## config.mk

```make
export PLATFORM = sky130hd
export DESIGN_NAME = johnson_phase_monitor
export DESIGN_NICKNAME = d
export VERILOG_FILES = /design/src/rtl/johnson_phase_monitor.sv
export SDC_FILE = /design/constraint.sdc
export NUM_CORES = 1
export LEC_CHECK = 0
export CORE_ASPECT_RATIO = 1.2
export CORE_MARGIN = 2
export CORE_UTILIZATION = 53
export DETAILED_ROUTE_END_ITERATION = 7
export HOLD_SLACK_MARGIN = 0.02
export PLACE_DENSITY_LB_ADDON = 0.25
export SKIP_LAST_GASP = 1
export SLEW_MARGIN = 20
export SYNTH_ARGS = -nofsm -noshare
export SYNTH_HDL_FRONTEND = slang
export SYNTH_SLANG_ARGS = --single-unit
```

## constraint.sdc

```tcl
create_clock -name clk -period 3.3 [get_ports clk]
set_input_delay 0.33 -clock clk [delete_from_list [all_inputs] [get_ports clk]]
set_output_delay 0.33 -clock clk [all_outputs]
set_load 0.02 [all_outputs]
```

## src/rtl/johnson_phase_monitor.sv

```systemverilog
// Johnson-code phase monitor: decodes a 2N-phase Johnson code, tracks sequence legality, and reports lock, wrap and error status.
// Optional build macro JPM_STALL_ALLOW_EN: when defined, a repeated phase index is treated as a benign stall.
module johnson_phase_monitor #(
    parameter int N        = 4,
    parameter int LOCK_CNT = 8,
    parameter int ERR_W    = 8
) (
    input  logic                   clk,
    input  logic                   reset,
    input  logic                   en,
    input  logic [N-1:0]           jc_in,
    input  logic                   clr_err,
    output logic [2*N-1:0]         phase_oh,
    output logic [$clog2(2*N)-1:0] phase_idx,
    output logic                   illegal,
    output logic                   wrap_pulse,
    output logic                   seq_err,
    output logic                   locked,
    output logic [ERR_W-1:0]       err_cnt
);
    localparam int IDX_W = $clog2(2*N);
    localparam int CNT_W = $clog2(LOCK_CNT + 1);
    localparam logic [IDX_W-1:0] LAST_IDX = IDX_W'(2*N - 1);

    typedef enum logic [1:0] {ACQ = 2'd0, TRACK = 2'd1, LOCKED = 2'd2} state_t;

    // Returns {legal, index}; the legal code for index k is built from a shifted all-ones mask.
    function automatic logic [IDX_W:0] decode_jc(input logic [N-1:0] code);
        logic [IDX_W:0] res;
        logic [N-1:0]   ones;
        logic [N-1:0]   pat;
        res  = '0;
        ones = '1;
        for (int k = 0; k < 2*N; k++) begin
            if (k <= N) begin
                pat = ~(ones << k);
            end else begin
                pat = ones << (k - N);
            end
            if (code == pat) begin
                res = {1'b1, IDX_W'(k)};
            end else begin
                res = res;
            end
        end
        return res;
    endfunction

    state_t           state_r, state_s;
    logic [IDX_W-1:0] ref_idx_r, ref_idx_s;
    logic [CNT_W-1:0] cnt_r, cnt_s;
    logic [2*N-1:0]   phase_oh_r, phase_oh_s;
    logic [IDX_W-1:0] phase_idx_r, phase_idx_s;
    logic             illegal_r, illegal_s;
    logic             wrap_r, wrap_s;
    logic             seq_err_r, seq_err_s;
    logic             locked_r, locked_s;
    logic [ERR_W-1:0] err_cnt_r, err_cnt_s;

    logic [IDX_W:0]   dec_s;
    logic             code_ok_s;
    logic [IDX_W-1:0] new_idx_s;
    logic [IDX_W-1:0] exp_idx_s;
    logic             step_ok_s;
    logic [CNT_W-1:0] cnt_inc_s;

    assign dec_s     = decode_jc(jc_in);
    assign code_ok_s = dec_s[IDX_W];
    assign new_idx_s = dec_s[IDX_W-1:0];
    assign exp_idx_s = (ref_idx_r == LAST_IDX) ? '0 : ref_idx_r + IDX_W'(1);
    assign step_ok_s = code_ok_s && (new_idx_s == exp_idx_s);
    assign cnt_inc_s = cnt_r + CNT_W'(1);
`ifdef JPM_STALL_ALLOW_EN
    logic is_repeat_s;
    assign is_repeat_s = code_ok_s && (new_idx_s == ref_idx_r);
`endif

    // Next-state and next-output decode for the acquire/track/lock sequencer.
    always_comb begin
        state_s     = state_r;
        ref_idx_s   = ref_idx_r;
        cnt_s       = cnt_r;
        phase_oh_s  = phase_oh_r;
        phase_idx_s = phase_idx_r;
        illegal_s   = illegal_r;
        wrap_s      = 1'b0;
        seq_err_s   = 1'b0;
        locked_s    = locked_r;
        if (en) begin
            illegal_s = ~code_ok_s;
            if (code_ok_s) begin
                phase_oh_s  = {{(2*N-1){1'b0}}, 1'b1} << new_idx_s;
                phase_idx_s = new_idx_s;
            end else begin
                phase_oh_s  = '0;
            end
            case (state_r)
                ACQ: begin
                    if (code_ok_s) begin
                        ref_idx_s = new_idx_s;
                        cnt_s     = '0;
                        state_s   = TRACK;
                    end else begin
                        seq_err_s = 1'b1;
                    end
                end
                TRACK, LOCKED: begin
                    if (!code_ok_s) begin
                        seq_err_s = 1'b1;
                        cnt_s     = '0;
                        state_s   = ACQ;
                    end else if (step_ok_s) begin
                        ref_idx_s = new_idx_s;
                        wrap_s    = (ref_idx_r == LAST_IDX);
                        if (state_r == TRACK) begin
                            cnt_s   = cnt_inc_s;
                            state_s = (cnt_inc_s == CNT_W'(LOCK_CNT)) ? LOCKED : TRACK;
                        end else begin
                            state_s = LOCKED;
                        end
                    end
`ifdef JPM_STALL_ALLOW_EN
                    else if (is_repeat_s) begin
                        state_s = state_r;
                    end
`endif
                    else begin
                        seq_err_s = 1'b1;
                        ref_idx_s = new_idx_s;
                        cnt_s     = '0;
                        state_s   = TRACK;
                    end
                end
                default: begin
                    state_s = ACQ;
                    cnt_s   = '0;
                end
            endcase
            locked_s = (state_s == LOCKED);
        end else begin
            state_s = state_r;
        end
    end

    // Saturating error counter; clear wins over hold but still counts a coincident error.
    always_comb begin
        err_cnt_s = err_cnt_r;
        if (clr_err) begin
            err_cnt_s = seq_err_s ? ERR_W'(1) : '0;
        end else if (seq_err_s && !(&err_cnt_r)) begin
            err_cnt_s = err_cnt_r + ERR_W'(1);
        end else begin
            err_cnt_s = err_cnt_r;
        end
    end

    // State and output registers with synchronous reset.
    always_ff @(posedge clk) begin
        if (reset) begin
            state_r     <= ACQ;
            ref_idx_r   <= '0;
            cnt_r       <= '0;
            phase_oh_r  <= '0;
            phase_idx_r <= '0;
            illegal_r   <= 1'b0;
            wrap_r      <= 1'b0;
            seq_err_r   <= 1'b0;
            locked_r    <= 1'b0;
            err_cnt_r   <= '0;
        end else begin
            state_r     <= state_s;
            ref_idx_r   <= ref_idx_s;
            cnt_r       <= cnt_s;
            phase_oh_r  <= phase_oh_s;
            phase_idx_r <= phase_idx_s;
            illegal_r   <= illegal_s;
            wrap_r      <= wrap_s;
            seq_err_r   <= seq_err_s;
            locked_r    <= locked_s;
            err_cnt_r   <= err_cnt_s;
        end
    end

    assign phase_oh   = phase_oh_r;
    assign phase_idx  = phase_idx_r;
    assign illegal    = illegal_r;
    assign wrap_pulse = wrap_r;
    assign seq_err    = seq_err_r;
    assign locked     = locked_r;
    assign err_cnt    = err_cnt_r;
endmodule

```

# Word level (Yosys, flattened, before mapping)

Cells that the tools add are included.

Flip-flop bits (word level): 32
Latch bits: 0
RAM bits: 0
Bits in read-only memories: 0
Input bits: 8
Output and inout port bits: 23
Logic and storage cells: 76
Memories kept: 0

$add $sub $neg: 3
Multipliers: 0
Div/mod/pow operators: 0
Order comparisons: 0
Equality and inequality tests: 15
Shift operators: 1
Multiplexer cells: 30
Bitwise gates (word level): 4
Reduce and logical (&&, ||, !) cells: 13

Operator list:

| kind                  | count |
|---|---|
| $mux W4               | 12 |
| $mux W8               | 3 |
| $eq A4 B4 Y1 const B  | 5 |
| $mux W2               | 6 |
| $add A8 B1 Y8 const B | 1 |
| $pmux W4 S2           | 1 |
| $reduce_and A8 Y1     | 1 |
| $shl A1 B3 Y8 const A | 1 |
| $reduce_and A3 Y1     | 2 |
| $mux W1               | 5 |
| $reduce_or A5 Y1      | 1 |
| $add A4 B1 Y4 const B | 1 |
| $eq A2 B2 Y1 const B  | 2 |
| $eq A4 B1 Y1 const B  | 1 |
| $eq A4 B2 Y1 const B  | 1 |
| $eq A4 B3 Y1 const B  | 1 |
| $logic_not A4 Y1      | 1 |
| $ne A4 B4 Y1 const B  | 1 |
| $not A1 Y1            | 4 |
| $pmux W2 S2           | 1 |
| $add A3 B1 Y3 const B | 1 |
| $eq A3 B3 Y1          | 1 |
| $eq A3 B3 Y1 const B  | 1 |
| $mux W3               | 1 |
| 10 further kinds      | 11 |

# Longest topological paths before layout

Depth in word-level cells: 18
Gate-level depth with buffers: 7
Gate-level depth less buffers: 7

# Least setup slack after synthesis

Ideal clock, no wire load.

Path type: register to register
Start point: register ref_idx_r[0]
End point: register state_r[0]
Library setup time: 0.116 ns
Arrival: 2.232 ns
Required time: 3.184 ns
Path slack: 0.952 ns
Cell stages (with the launch flop): 8
Buffers on the path: 0
Clock period less this slack: 2.348 ns
Path through: dfxtp_1 > ha_1 > ha_1 > and4bb_1 > a311oi_4 > o41ai_4 > o221ai_2 > a31o_1

Longest elaborated chain between the ends: 8
Elaborated cells between the ends (all ways): 9
Classes of those cells: add/sub (1); eq/ne (2); mux (5); reduce/logical (1)

Ends and longest elaborated chain:

| item                                                 | RTL line | source |
|---|---|---|
| start, declared                                      | 50       | `logic [IDX_W-1:0] ref_idx_r, ref_idx_s;` |
| start signal, assigned                               | 172      | `ref_idx_r <= ref_idx_s;` |
| $add A3 B1 Y3 / $eq A3 B3 Y1 (equally long branches) | 70       | `assign exp_idx_s = (ref_idx_r == LAST_IDX) ? '0 : ref_idx_r + IDX_W'(1);` |
| $mux W3 *                                            | 70       |  |
| $eq A3 B3 Y1 *                                       | 71       | `assign step_ok_s = code_ok_s && (new_idx_s == exp_idx_s);` |
| $logic_and A1 B1 Y1 *                                | 71       |  |
| $mux W2 *                                            | 112      | `end else if (step_ok_s) begin` |
| $mux W2 *                                            | 108      | `if (!code_ok_s) begin` |
| $pmux W2 S2 *                                        | 97       | `case (state_r)` |
| $mux W2 *                                            | 89       | `if (en) begin` |
| end signal, assigned                                 | 171      | `state_r <= state_s;` |
| end, declared                                        | 49       | `state_t state_r, state_s;` |

Every way passes the cells marked *; elsewhere a longest branch is shown, timed or not. The select of a mux whose other input is x is not followed.
A chain may end at the register's enable or synchronous reset.

# Final worst setup path

Ends and elaborated chain as after synthesis.

==> impl_metrics.json <==
{
  "drv_cap": 0,
  "h-tree-depth": 2,
  "clock_path_buffers": 2,
  "grt_setup_unrepaired": "no",
  "postRouteWirelength_um": 4400,
  "grt_start_max_net_pins": 30,
  "grt_first_pass_wirelength_um": 7580,
  "p_leak_nw": 0.838,
  "async_flop_share_pct": 0,
  "ys_seq_area_share_pct": 33.1,
  "critPathMaxFanout": 9,
  "num_io_pins": 31,
  "finalHoldViolCount": 0,
  "clkLatencyLatePin_ps": 290,
  "cts-root-buf": "clkbuf_8",
  "dr.pass1.iters": 4,
  "syn_to_final_growth_pct": 22.0,
  "finish.net_count": 267,
  "maxSlewViolCount": 0,
  "hold_path_end": "phase_oh[1]$_SDFFE_PP0P_",
  "netlist_top_cells_count": "32 x dfxtp_1, 20 x nand2_1, 15 x a21oi_1",
  "worst_setup_path_end_kind": "flip-flop",
  "slew_headroom_pct": 58.1,
  "worstPathRequired_ps": 3480,
  "clock-sinks": 32,
  "peakVddDrop_mv": 0.299,
  "synthTopCellsByArea": "dfxtp_1 33%, ha_1 5.2%, mux2i_1 5.2%, a21oi_1 3.9%, nand2_1 3.9%",
  "placed_area_mm2": 0.00225,
  "antenna_cells": 0,
  "dp_cells": 283,
  "finClkSkew_ps": 7.72,
  "post-route-min-period_ps": 2590,
  "outcome": "finished clean",
  "post_cts_resized": 0,
  "fin_area_mm2": 0.00236,
  "power_mw": 0.946,
  "powerDensity_mw_per_mm2": 401,
  "core_region_area_mm2": 0.00357,
  "fin_crit_sh_pct": 78.6,
  "worst_slew_pin_slew_ps": 622,
  "arrival_ps": 2780,
  "tritoncts": "done",
  "drive_above_1_share_pct": 8.33,
  "cts_setup_buffers": 0,
  "initial_core_util_pct": 54.1,
  "final_util_pct": 66.0,
  "path_class": "reg2reg",
  "ys_types": 51,
  "final.setup.tns_ps": 0,
  "rr_worst_depth": 7,
  "drc_errors": 0,
  "portBuffers": 30,
  "netlist.area_leader.share_pct": 33.1,
  "cts_hold_buffers": 0,
  "max_freq_ghz": 0.386,
  "synth_seq_cells": 32,
  "min_from": "phase_oh[1]$_SDFFE_PP0P_",
  "drt_iter0_drc": 93,
  "setup_viol": 0,
  "cts_buffers": 5,
  "yosysTopAreaCell": "dfxtp_1",
  "reg2reg_to": "state_r[0]$_SDFFE_PP0P_",
  "yosysMostFrequentCell": "dfxtp_1",
  "rows": 24,
  "die_w_um": 59.2,
  "overflow": 0,
  "synth_cells": 221,
  "grt_pass1_vias": 1638,
  "r2r_start": "ref_idx_r[0]$_SDFFE_PP0P_",
  "routedWlPerCell_um": 15.1,
  "syn_area_per_cell_um2": 8.75,
  "start_kind": "flip-flop",
  "yosys_warnings": 0,
  "r2r_slack_ps": 710,
  "num-fill-cells": 316,
  "synth_edf_count": 0,
  "dieHeight_um": 70.2,
  "antenna_found_initial": 0,
  "path_clk_slew_ps": 70,
  "synth_top_flop_cell": "dfxtp_1",
  "die_area_mm2": 0.00415,
  "hold_depth": 2,
  "ant_nets": 0,
  "synth_nets": 237,
  "holdCritPathClass": "reg2reg",
  "vias_per_cell": 6.02,
  "hpwl_um": 3170,
  "grt.total_usage_pct": 23.5,
  "vias": 1753,
  "final-instance-count-excl-fill": 291,
  "gp_congestion": 0.834,
  "netlist_area_mm2": 0.00193
}
-- worst max path at each step --
stage                              startpoint                      end  slack, ps  cells past startpoint
floorplan           ref_idx_r[0]$_SDFFE_PP0P_  state_r[0]$_SDFFE_PP0P_        950                      7
global placement                     jc_in[3]  state_r[0]$_SDFFE_PP0P_        580                      6
detailed placement                   jc_in[3]  state_r[0]$_SDFFE_PP0P_        500                      6
CTS                 ref_idx_r[0]$_SDFFE_PP0P_  state_r[0]$_SDFFE_PP0P_        710                      7
global route        ref_idx_r[0]$_SDFFE_PP0P_  state_r[0]$_SDFFE_PP0P_        600                      7
finish              ref_idx_r[0]$_SDFFE_PP0P_  state_r[0]$_SDFFE_PP0P_        710                      7
-- stage by stage --
stage                     worst slack, ps  hold WS, ps
after floorplan                       952          454
after global placement                584          453
after detailed placement              498          458
after CTS                             706          469
after global routing                  599          493
final                                 706          464
-- registers in the layout (all words and copies together) (netlist names) --
signal      cells
cnt_r           4
err_cnt         8
illegal         1
locked          1
phase_idx       3
phase_oh        8
ref_idx_r       3
seq_err         1
state_r         2
wrap_pulse      1
-- worst max-delay path, stage by stage (launching register included) --
cell      delay [ps]
dfxtp_1          340
ha_1             210
ha_1             380
and4bb_1         360
a311oi_4          80
o41ai_4          640
o221ai_2         220
a31o_1           260
-- cell type report --
type / instances / area, um^2 / area share, %
multi-input cells: 168 / 1190 / 50.6
flip-flops and latches: 32 / 641 / 27.1
repair buffers: 34 / 330 / 14.0
clock buffers: 6 / 72.6 / 3.08
well taps: 39 / 48.8 / 2.07
inverters: 10 / 37.5 / 1.59
clock inverters: 2 / 35.0 / 1.48
-- layout by cell type (no fill, tap or decap), drive strengths merged, types with 2 or more instances in the layout --
cell,count
inv,10
nand3,10
o211ai,8
nand2b,11
a2111oi,4
nand4b,2
xor2,3
a21oi,15
and3,3
o31ai,2
mux2i,11
xnor2,2
nor2,14
nor4,2
or3,6
nor3,6
clkdlybuf4s50,30
o41ai,2
nand2,20
dfxtp,32
clkbuf,6
buf,4
a21boi,2
nand4,5
ha,8
o21ai,9
a211oi,4
and4,2
mux2,2
-- power by group --
part           leakage (nW)  switching [mW]  internal (mW)
clock network        0.0552           0.146          0.224
logic                 0.523           0.106         0.0658
registers             0.259         0.00763          0.396
-- layer usage --
metal	vias to the layer above	routed length [um]	GRT usage [%]
met3	6	184	6.48
met2	35	2200	37.5
met1	834	1950	29.9
li1	878	-	-
met5	-	0	0
met4	0	63	8.33
-- cell families after synthesis --
family,synth area share [%]
muxes,7.50
and+or+nand+nor,24.1
buffers and inverters,5.11
AOI/OAI and AO/OA,22.7
adders and majority gates,5.17
DFF,33.1
xor gates and xnor gates,2.26
No activity file was read; power rests on OpenSTA's default activity.
